## config.mk

```make
export PLATFORM = sky130hd
export DESIGN_NAME = mul_wb
export DESIGN_NICKNAME = d
export VERILOG_FILES = /design/src/rtl/mul_wb.sv
export SDC_FILE = /design/constraint.sdc
export NUM_CORES = 1
export LEC_CHECK = 0
export BUFFER_PORTS_ARGS = -buffer_cell sky130_fd_sc_hd__buf_2
export CAP_MARGIN = 20
export CORE_ASPECT_RATIO = 0.7
export CORE_MARGIN = 4
export CORE_UTILIZATION = 35
export CTS_BUF_LIST = sky130_fd_sc_hd__clkbuf_4
export CTS_CLUSTER_DIAMETER = 60
export DETAILED_ROUTE_END_ITERATION = 6
export GPL_ROUTABILITY_DRIVEN = 0
export REMOVE_ABC_BUFFERS = 1
export SLEW_MARGIN = 20
export SYNTH_ARGS = -nofsm -noshare
export SYNTH_HDL_FRONTEND = slang
export SYNTH_SLANG_ARGS = --single-unit
```

## constraint.sdc

```tcl
create_clock -name clk -period 1.4 [get_ports clk]
set_input_delay 0.07 -clock clk [delete_from_list [all_inputs] [get_ports clk]]
set_output_delay 0.07 -clock clk [all_outputs]
set_load 0.1 [all_outputs]
```

## src/rtl/mul_wb.sv

```systemverilog
// Multiplier writeback stage: tracks issued multiplier ops, queues Rn results in a
// 2-entry FIFO toward the register file, and keeps ASTAT/sticky flags. Define
// MUL_WB_STKY_EN to build the sticky multiplier-overflow flag (stky_mos).
module mul_wb #(
    parameter int RF_DATASIZE = 16,
    parameter int RF_ADDRSIZE = 4
) (
    input  logic                   clk,
    input  logic                   rst_n,
    input  logic                   ps_mul_en,
    input  logic                   ps_mul_otreg,
    input  logic [RF_ADDRSIZE-1:0] ps_mul_dstadd,
    input  logic [RF_DATASIZE-1:0] mul_xb_dt,
    input  logic                   mul_ps_mv,
    input  logic                   mul_ps_mn,
    input  logic                   ps_stall,
    input  logic                   ps_astat_clr,
    input  logic                   ps_stky_clr,
    output logic                   mulwb_rf_wen,
    output logic [RF_ADDRSIZE-1:0] mulwb_rf_add,
    output logic [RF_DATASIZE-1:0] mulwb_rf_dt,
    output logic                   astat_mv,
    output logic                   astat_mn,
    output logic                   stky_mos,
    output logic                   mulwb_ovf
);

    localparam int ENT_W = RF_ADDRSIZE + RF_DATASIZE;

    logic                   iss_vld;
    logic                   iss_otreg;
    logic [RF_ADDRSIZE-1:0] iss_dst;

    logic [ENT_W-1:0]       fifo_mem [2];
    logic [1:0]             count;
    logic                   wr_ptr;
    logic                   rd_ptr;

    logic                   push;
    logic                   push_acc;
    logic                   pop;
    logic                   full;

    // Issue stage: remember where the result of this cycle's issue must go.
    always_ff @(posedge clk) begin
        if (ps_mul_en) begin
            iss_otreg <= ps_mul_otreg;
            iss_dst   <= ps_mul_dstadd;
        end
    end

    // Result stage: iss_vld marks the cycle the multiplier outputs are valid.
    assign full     = (count == 2'd2);
    assign push     = iss_vld && !iss_otreg;
    assign pop      = (count != 2'd0) && !ps_stall;
    // A full queue still accepts a push when the head leaves at the same edge.
    assign push_acc = push && (!full || pop);

    assign mulwb_rf_wen = pop;
    assign {mulwb_rf_add, mulwb_rf_dt} = fifo_mem[rd_ptr];

    always_ff @(posedge clk or negedge rst_n) begin
        if (!rst_n) begin
            iss_vld     <= 1'b0;
            count       <= 2'd0;
            wr_ptr      <= 1'b0;
            rd_ptr      <= 1'b0;
            mulwb_ovf   <= 1'b0;
            fifo_mem[0] <= '0;
            fifo_mem[1] <= '0;
        end else begin
            iss_vld <= ps_mul_en;
            if (push_acc) begin
                fifo_mem[wr_ptr] <= {iss_dst, mul_xb_dt};
                wr_ptr           <= ~wr_ptr;
            end
            if (pop)
                rd_ptr <= ~rd_ptr;
            if (push && !push_acc)
                mulwb_ovf <= 1'b1;
            case ({push_acc, pop})
                2'b10:   count <= count + 2'd1;
                2'b01:   count <= count - 2'd1;
                default: count <= count;
            endcase
        end
    end

    // A result update takes priority over a software clear in the same cycle.
    always_ff @(posedge clk or negedge rst_n) begin
        if (!rst_n) begin
            astat_mv <= 1'b0;
            astat_mn <= 1'b0;
        end else if (iss_vld) begin
            astat_mv <= mul_ps_mv;
            astat_mn <= mul_ps_mn;
        end else if (ps_astat_clr) begin
            astat_mv <= 1'b0;
            astat_mn <= 1'b0;
        end
    end

`ifdef MUL_WB_STKY_EN
    always_ff @(posedge clk or negedge rst_n) begin
        if (!rst_n)
            stky_mos <= 1'b0;
        else if (iss_vld && mul_ps_mv)
            stky_mos <= 1'b1;
        else if (ps_stky_clr)
            stky_mos <= 1'b0;
    end
`else
    logic unused_stky_clr;
    assign unused_stky_clr = ps_stky_clr;
    assign stky_mos        = 1'b0;
`endif

endmodule

```

# Word-level counts from Yosys, hierarchy flattened
# Index checks and enable logic that the tools add are counted.
# Widths: inputs -> output; s select.
[totals]
ff_bits = 53
in_bits = 29
output_inout_bits = 25
elab_cells = 46
[classes]
addsub = 2
order_cmp = 3
n_eq_ne = 3
muxes = 10
n_bitwise = 4
reduce_logical = 13
[op_table]
columns = ["op", "n"]
rows = [
  ["$mux 20", 4],
  ["$bwmux 40", 1],
  ["$demux 20 s1", 1],
  ["$reduce_bool 2->1", 3],
  ["$logic_and 1x1->1", 5],
  ["$eq 2x2->1 const B", 2],
  ["$ge 2x2->1 const B", 2],
  ["$logic_not 1->1", 4],
  ["$not 1->2", 2],
  ["$pmux 2 s2", 1],
  ["$mux 1", 3],
  ["$add 2x1->2 const B", 1],
  ["$eq 2x1->1 const B", 1],
  ["$lt 2x1->1 const B", 1],
  ["$not 1->1", 2],
  ["$sub 2x1->2 const B", 1],
  ["$logic_or 1x1->1", 1],
]

# Logic depth before layout (Yosys ltp)
# Gate-level depths: netlist of run 1.
[depth]
depth_word = 6
ltp_mapped = 6

# Worst setup path after synthesis of run 1
# No wires, ideal clock.
[synth_path]
kind = "reg2reg"
start = "register count[0]"
end = "register count[1]"
arrival_time_ns = 2.499
required_time_ns = 1.321
path_slack_ns = -1.178
stages_incl_launch_ff = 6
n_path_buf = 0
period_less_slack_ns = 2.578
path_cell_list = "dfrtp_1 nor2_1 nor2_1 ha_1 nor2_1 xor2_1"
[synth_between]
elab_chain_cells = 6
[synth_rtl]
columns = ["item", "line_no", "text"]
rows = [
  ["start, declared", "35", "logic [1:0] count;"],
  ["start signal, assigned", "82", "2'b10: count <= count + 2'd1;"],
  ["start signal, assigned", "83", "2'b01: count <= count - 2'd1;"],
  ["start signal, assigned", "84", "default: count <= count;"],
  ["$reduce_bool 2->1 (*)", "55", "assign pop = (count != 2'd0) && !ps_stall;"],
  ["$logic_and 1x1->1 (*)", "55", ""],
  ["net mulwb_rf_wen", "19", "output logic mulwb_rf_wen,"],
  ["$logic_or 1x1->1", "57", "assign push_acc = push && (!full || pop);"],
  ["$logic_and 1x1->1", "57", ""],
  ["$eq 2x1->1 / $eq 2x2->1 (equally long branches)", "81", "case ({push_acc, pop})"],
  ["$pmux 2 s2 / $reduce_bool 2->1 (equally long branches)", "n/a", ""],
]
# The timed path passes the listed nets; every way through them passes the cells marked *.
# A chain may end at the register's enable or synchronous reset.

# Worst setup path after layout of run 1
[layout_path]
start = "register count[0]"
end = "register fifo_mem[3] in the netlist's numbering"
[layout_between]
elab_chain_cells = 4
[layout_rtl]
columns = ["item", "line_no", "text"]
rows = [
  ["$eq 2x2->1 / $reduce_bool 2->1 (equally long branches)", "53, 55", ""],
  ["$logic_not 1->1 / $logic_and 1x1->1 (equally long branches)", "57, 55", ""],
  ["$logic_or 1x1->1 (*)", "57", ""],
  ["$logic_and 1x1->1 (*)", "57", ""],
  ["end signal, assigned by index", "74", "fifo_mem[wr_ptr] <= {iss_dst, mul_xb_dt};"],
  ["end, declared", "34", "logic [ENT_W-1:0] fifo_mem [2];"],
]
# Every way passes the cells marked *; elsewhere a longest branch is shown, timed or not.

==> out/qor.yml, run 1 <==
outcome: "finished with violations"
violations: "negative setup slack"
r2r.worst_path.cells: 5
yosys.area.top_type: "dfrtp_1"
tns_ns: -10.32
track_usage: 0.125
fin_nets: 266
first_pass_iters: 2
cp-start-kind: "register"
synth_cells: 139
synth_top_area_frac: 0.525
num_vias: 1448
drtAntennaViolNets: 0
overflow: 0
drive_above_1_share: 0.612
dp_slack_ns: -0.160
die_h_microns: 75.7
setup_ws_ns: -0.198
grt_max_degree: 49
cts.sinks: 53
critPathCaptureType: "register"
htreeDepth: 2
design.die.area_sq_mm: 0.00792
drc: 0
io_pins: 54
finalSetupViolCount: 63
wl_per_cell_microns: 15.8
clk_latency_ns: 0.37
largest_reg_flops: 40
cts_made_buffers: 5
grt_pass1_vias: 1541
ys_ff_latch: 53
drv_cap: 0
synth.yosys.warnings: 0
syn_avg_cell_area_sq_um: 16.5
viasPerCell: 4.60
arrival_ns: 1.87
slew_violations: 0
rsz0062_at_grt: "true"
synthesis.area_sq_mm: 0.00229
min_path_cells: 3
clk_pin_slew_ns: 0.15
reg.largest.list: "fifo_mem: 40 flops, iss_dst: 4 flops, count: 2 flops"
largest-register: "fifo_mem"
initial_core_util: 0.365
layout_common_cells: "mux2_4 (60), dfrtp_1 (47), buf_2 (30), dlygate4sd3_1 (25), buf_12 (25)"
synth_seq_area_share: 0.590
antenna_found_initial: 0
cts_tree: "done"
yosys-top-cells-area: "dfrtp_1 (52%), mux2_2 (20%), mux2_4 (13%), edfxtp_1 (6.6%), xnor2_1 (1.1%)"
final-hold-violation-count: 0
diodes: 0
wl_microns: 4990
fin_crit_sh: 1.14
cp.required_ns: 1.67
min_period_ns: 1.60
clock_skew_ns: 0.0127
row_count: 24
min_path_type: "in2reg"
cp_max_fo: 7
place_area_sq_mm: 0.00307
cts.path.max_buffers: 2
finish.instance_area_sq_mm: 0.00365
synth.distinct_cells: 20
portBuffers: 51
dp_hpwl_microns: 2930
drtIter0Drc: 31
grt_pass1_wl_microns: 7670
crit_type: "reg2reg"
layout_commonest_cell: "mux2_4"
die_w_microns: 105
core_sq_mm: 0.00628
timing.fmax_ghz: 0.626
clockRootBuffer: "clkbuf_4"
r2r_slack_ns: -0.20
area_growth_syn_to_layout_pct: 59.6
Yosys cell counts:
| cell type | instances |
|---|---|
| edfxtp_1 | 5 |
| clkbuf_1 | 2 |
| buf_4 | 1 |
| conb_1 | 1 |
| or3b_1 | 1 |
| nand3b_1 | 1 |
| mux2_2 | 40 |
| buf_6 | 2 |
| or2b_1 | 1 |
| and4b_1 | 1 |
| ha_1 | 1 |
| a22o_1 | 2 |
| o21bai_1 | 1 |
| nor2_1 | 4 |
| xnor2_1 | 3 |
| dfrtp_1 | 48 |
| xor2_1 | 2 |
| mux2_4 | 20 |
| buf_2 | 2 |
| nand2b_1 | 1 |
layer usage:
layer  global-route usage  routed length (microns)  vias to the layer above
met3               0.0339                      277                        9
met1                0.172                     2550                      705
li1                     -                        -                      688
met5                    0                        0                        -
met4               0.0393                       71                        0
met2                0.197                     2090                       46
cell families (layout without fill, tap and decap cells):
logic type               Yosys count  after routing  share of synthesized area
adder cells (fa/ha/maj)            1              1                    0.00546
other                              1              1                    0.00164
buffers and inverters              7            105                     0.0208
AO/OA/AOI/OAI                      3              3                     0.0109
multiplexers                      60             60                      0.328
XOR/XNOR                           5              5                     0.0191
flip-flops                        53             53                      0.590
AND/OR/NAND/NOR                    9              9                     0.0240
repair_timing:
item	in CTS	in global routing
hold buffers	25	0
cloned	1	2
setup buffers	3	2
gates resized for setup	16	34
endpoints found under the hold margin	93	0
pin swaps	3	4
endpoints found under the setup margin	62	63
critical path, stage by stage (launching register included):
cell       delay (ns)
dfrtp_1          0.41
nand3b_1         0.19
buf_4            0.16
and4b_2          0.26
clkbuf_16        0.19
mux2_4           0.29
layout make-up:
type,count,area (sq um)
clock buffers,5,37.5
clock inverters,3,16.3
fillers,491,2620
multi-input cells,79,1050
flip-flops and latches,53,1350
well taps,78,97.6
repair buffers,97,1090
stage by stage:
| step | instances | hold WS (ns) | util |
|---|---|---|---|
| floorplan | 132 | -0.226 | - |
| CTS | 312 | 0.00876 | 0.554 |
| finish | 315 | 0.0313 | 0.582 |
| detailed placement | 275 | 0.0783 | 0.488 |
| global route | 315 | 0.0180 | 0.582 |
| global placement | 275 | 0.0749 | 0.488 |
worst paths after layout:
check	startpoint	to
max	count[0]	fifo_mem[3]
min	ps_astat_clr	astat_mn
max reg2reg	count[0]	fifo_mem[3]
min reg2reg	mulwb_ovf	mulwb_ovf
max in group asynchronous	rst_n	rd_ptr
min in group asynchronous	rst_n	fifo_mem[15]
Power of run 1 is not shown: default switching activity piles up to over one toggle a cycle in this logic, so the estimate is an artifact.
==> run 2: changes to the inputs <==
--- a/config.mk
+++ b/config.mk
@@ -6,7 +6,6 @@
 export NUM_CORES = 1
 export LEC_CHECK = 0
 export BUFFER_PORTS_ARGS = -buffer_cell sky130_fd_sc_hd__buf_2
-export CAP_MARGIN = 20
 export CORE_ASPECT_RATIO = 0.7
 export CORE_MARGIN = 4
 export CORE_UTILIZATION = 35
@@ -14,6 +13,7 @@
 export CTS_CLUSTER_DIAMETER = 60
 export DETAILED_ROUTE_END_ITERATION = 6
 export GPL_ROUTABILITY_DRIVEN = 0
+export RECOVER_POWER = 100
 export REMOVE_ABC_BUFFERS = 1
 export SLEW_MARGIN = 20
 export SYNTH_ARGS = -nofsm -noshare
==> run 2 against run 1 <==
Net effect: the flow still finishes with violations (negative setup slack); global-route usage stayed put; hold slack lost 0.00055 ns; clock skew fell by 0.0025 ns; wire length decreased by 0.14%; final cell count stayed put; first-iteration DRC count is 6.5% higher; critical path depth did not move; core utilization fell by 0.34 points; count of clock-buffer cells in the layout did not move.
==> out/qor.yml, run 2 (synthesis gave the netlist of run 1 again) <==
outcome: "finished with violations"
violations: "negative setup slack"
min_path_cells: 3  # unchanged
rsz0062_at_grt: "true"
drtIter0Drc: 33  # +6.5%
area_growth_syn_to_layout_pct: 58.6
setup_ws_ns: -0.201  # -0.00282 ns
cp_top_family: "simple AND/OR/NAND/NOR gates"
fin_nets: 266  # unchanged
clk_pin_slew_ns: 0.15  # about the same
timing.fmax_ghz: 0.625  # -0.18%
grt_max_degree: 49  # unchanged
wl_per_cell_microns: 15.8  # -0.14%
dp_hpwl_microns: 2930  # unchanged
critPathCaptureType: "register"
grt_pass1_vias: 1541  # unchanged
finalNonFillerCells: 315  # unchanged
die_w_microns: 105  # unchanged
cp.required_ns: 1.67  # about the same
io_pins: 54  # unchanged
clockRootBuffer: "clkbuf_4"
arrival_ns: 1.87  # about the same
cts_made_buffers: 5  # unchanged
cts.path.max_buffers: 2  # unchanged
crit_type: "reg2reg"
layout_commonest_cell: "mux2_4"
worst_pin_slew_ns: 0.651
crit_buf_inv: 2  # unchanged
drive_above_1_share: 0.599  # -0.0127
path_cells: "nand3b_1, buf_4, and4b_2, clkbuf_16, mux2_4"
largest-register: "fifo_mem"
htreeDepth: 2  # unchanged
clk_latency_ns: 0.37  # about the same
layout_common_cells: "mux2_4 (60), dfrtp_1 (47), buf_2 (26), dlygate4sd3_1 (25), buf_12 (24)"
cp-start-kind: "register"
finish.instance_area_sq_mm: 0.00363  # -0.58%
min_path_type: "in2reg"
drc: 0  # unchanged
num_vias: 1446  # -0.14%
viasPerCell: 4.59  # -0.14%
cts_tree: "done"
holdWs_ns: 0.0307  # -0.000553 ns
slowest_delay_ns: 0.41  # about the same
finalSetupViolCount: 63  # unchanged
reg.largest.list: "fifo_mem: 40 flops, iss_dst: 4 flops, count: 2 flops"
final_core_util: 0.579  # -0.00339
r2r.worst_path.cells: 5  # unchanged
place_area_sq_mm: 0.00307  # unchanged
wl_microns: 4980  # -0.14%
fin_crit_sh: 1.14  # +0.00202
crit_slowest_cell: "dfrtp_1"
diodes: 0  # unchanged
row_count: 24  # unchanged
place_inst: 275  # unchanged
die_h_microns: 75.7  # unchanged
drv_cap: 0  # unchanged
final-hold-violation-count: 0  # unchanged
overflow: 0  # unchanged
portBuffers: 51  # unchanged
largest_reg_flops: 40  # unchanged
slew_violations: 0  # unchanged
clock_skew_ns: 0.0102  # -0.00247 ns
initial_core_util: 0.365  # unchanged
antenna_found_initial: 0  # unchanged
maxSlewHeadroom: 0.566
cp_num_cells: 5  # unchanged
track_usage: 0.125  # unchanged
grt_pass1_wl_microns: 7670  # unchanged
first_pass_iters: 2  # unchanged
drtAntennaViolNets: 0  # unchanged
cp_max_fo: 7  # unchanged
core_sq_mm: 0.00628  # unchanged
design.die.area_sq_mm: 0.00792  # unchanged
cts.sinks: 53  # unchanged
fillers: 498  # +1.4%
min_period_ns: 1.60  # +0.00282 ns
## run 2: cell count changes in the layout (fill, tap and decap cells not counted)
cell / previous run / this run
clkbuf_2: 0 / 3
buf_4: 11 / 8
clkbuf_4: 5 / 7
clkbuf_1: 0 / 3
buf_2: 30 / 26
buf_12: 25 / 24
## run 2: worst paths after layout
kind,end,slack [ns],from
min reg2reg,mulwb_ovf,0.50,mulwb_ovf
max,fifo_mem[3],-0.20,count[0]
max in group asynchronous,rd_ptr,0.57,rst_n
min in group asynchronous,fifo_mem[15],0.37,rst_n
max reg2reg,fifo_mem[3],-0.20,count[0]
min,astat_mn,0.03,ps_astat_clr
## run 2: layer usage
layer | track usage | up-vias | part of all wire
li1 | - | 689 | -
met1 | 0.172 | 702 | 0.51
met2 | 0.197 | 46 | 0.42
met3 | 0.0339 | 9 | 0.056
met4 | 0.0393 | 0 | 0.014
met5 | 0 | - | 0
## run 2: tightest hold or removal path, stage by stage
cell and delay, ns:
buf_2 0.07, nor2_1 0.04, a22o_1 0.18
## run 2: final cells by class
type	instances	area, sq um	share of cell area
Clock buffer	5	37.5	0.0103
Clock inverter	3	16.3	0.00448
Multi-Input combinational cell	79	1050	0.290
Sequential cell	53	1350	0.372
Tap cell	78	97.6	0.0269
Timing Repair Buffer	97	1070	0.296
## run 2: metrics by stage
step	worst slack (ns)	setup TNS [ns]
4_1_cts	-0.209	-9.75
5_1_grt	-0.255	-13.41
3_5_place_dp	-0.160	-3.85
6_report	-0.201	-10.31
2_1_floorplan	-1.18	-18.57
3_3_place_gp	-0.144	-3.81
## run 2: what timing repair did
action,4_1_cts,5_1_grt
buffers inserted,3,2
endpoints found under the hold margin,93,0
pin swaps,3,4
gates cloned,1,2
gates resized for setup,16,34
setup endpoints to repair,62,63
hold buffers,25,0
Power of run 2 is left out for the same reason.
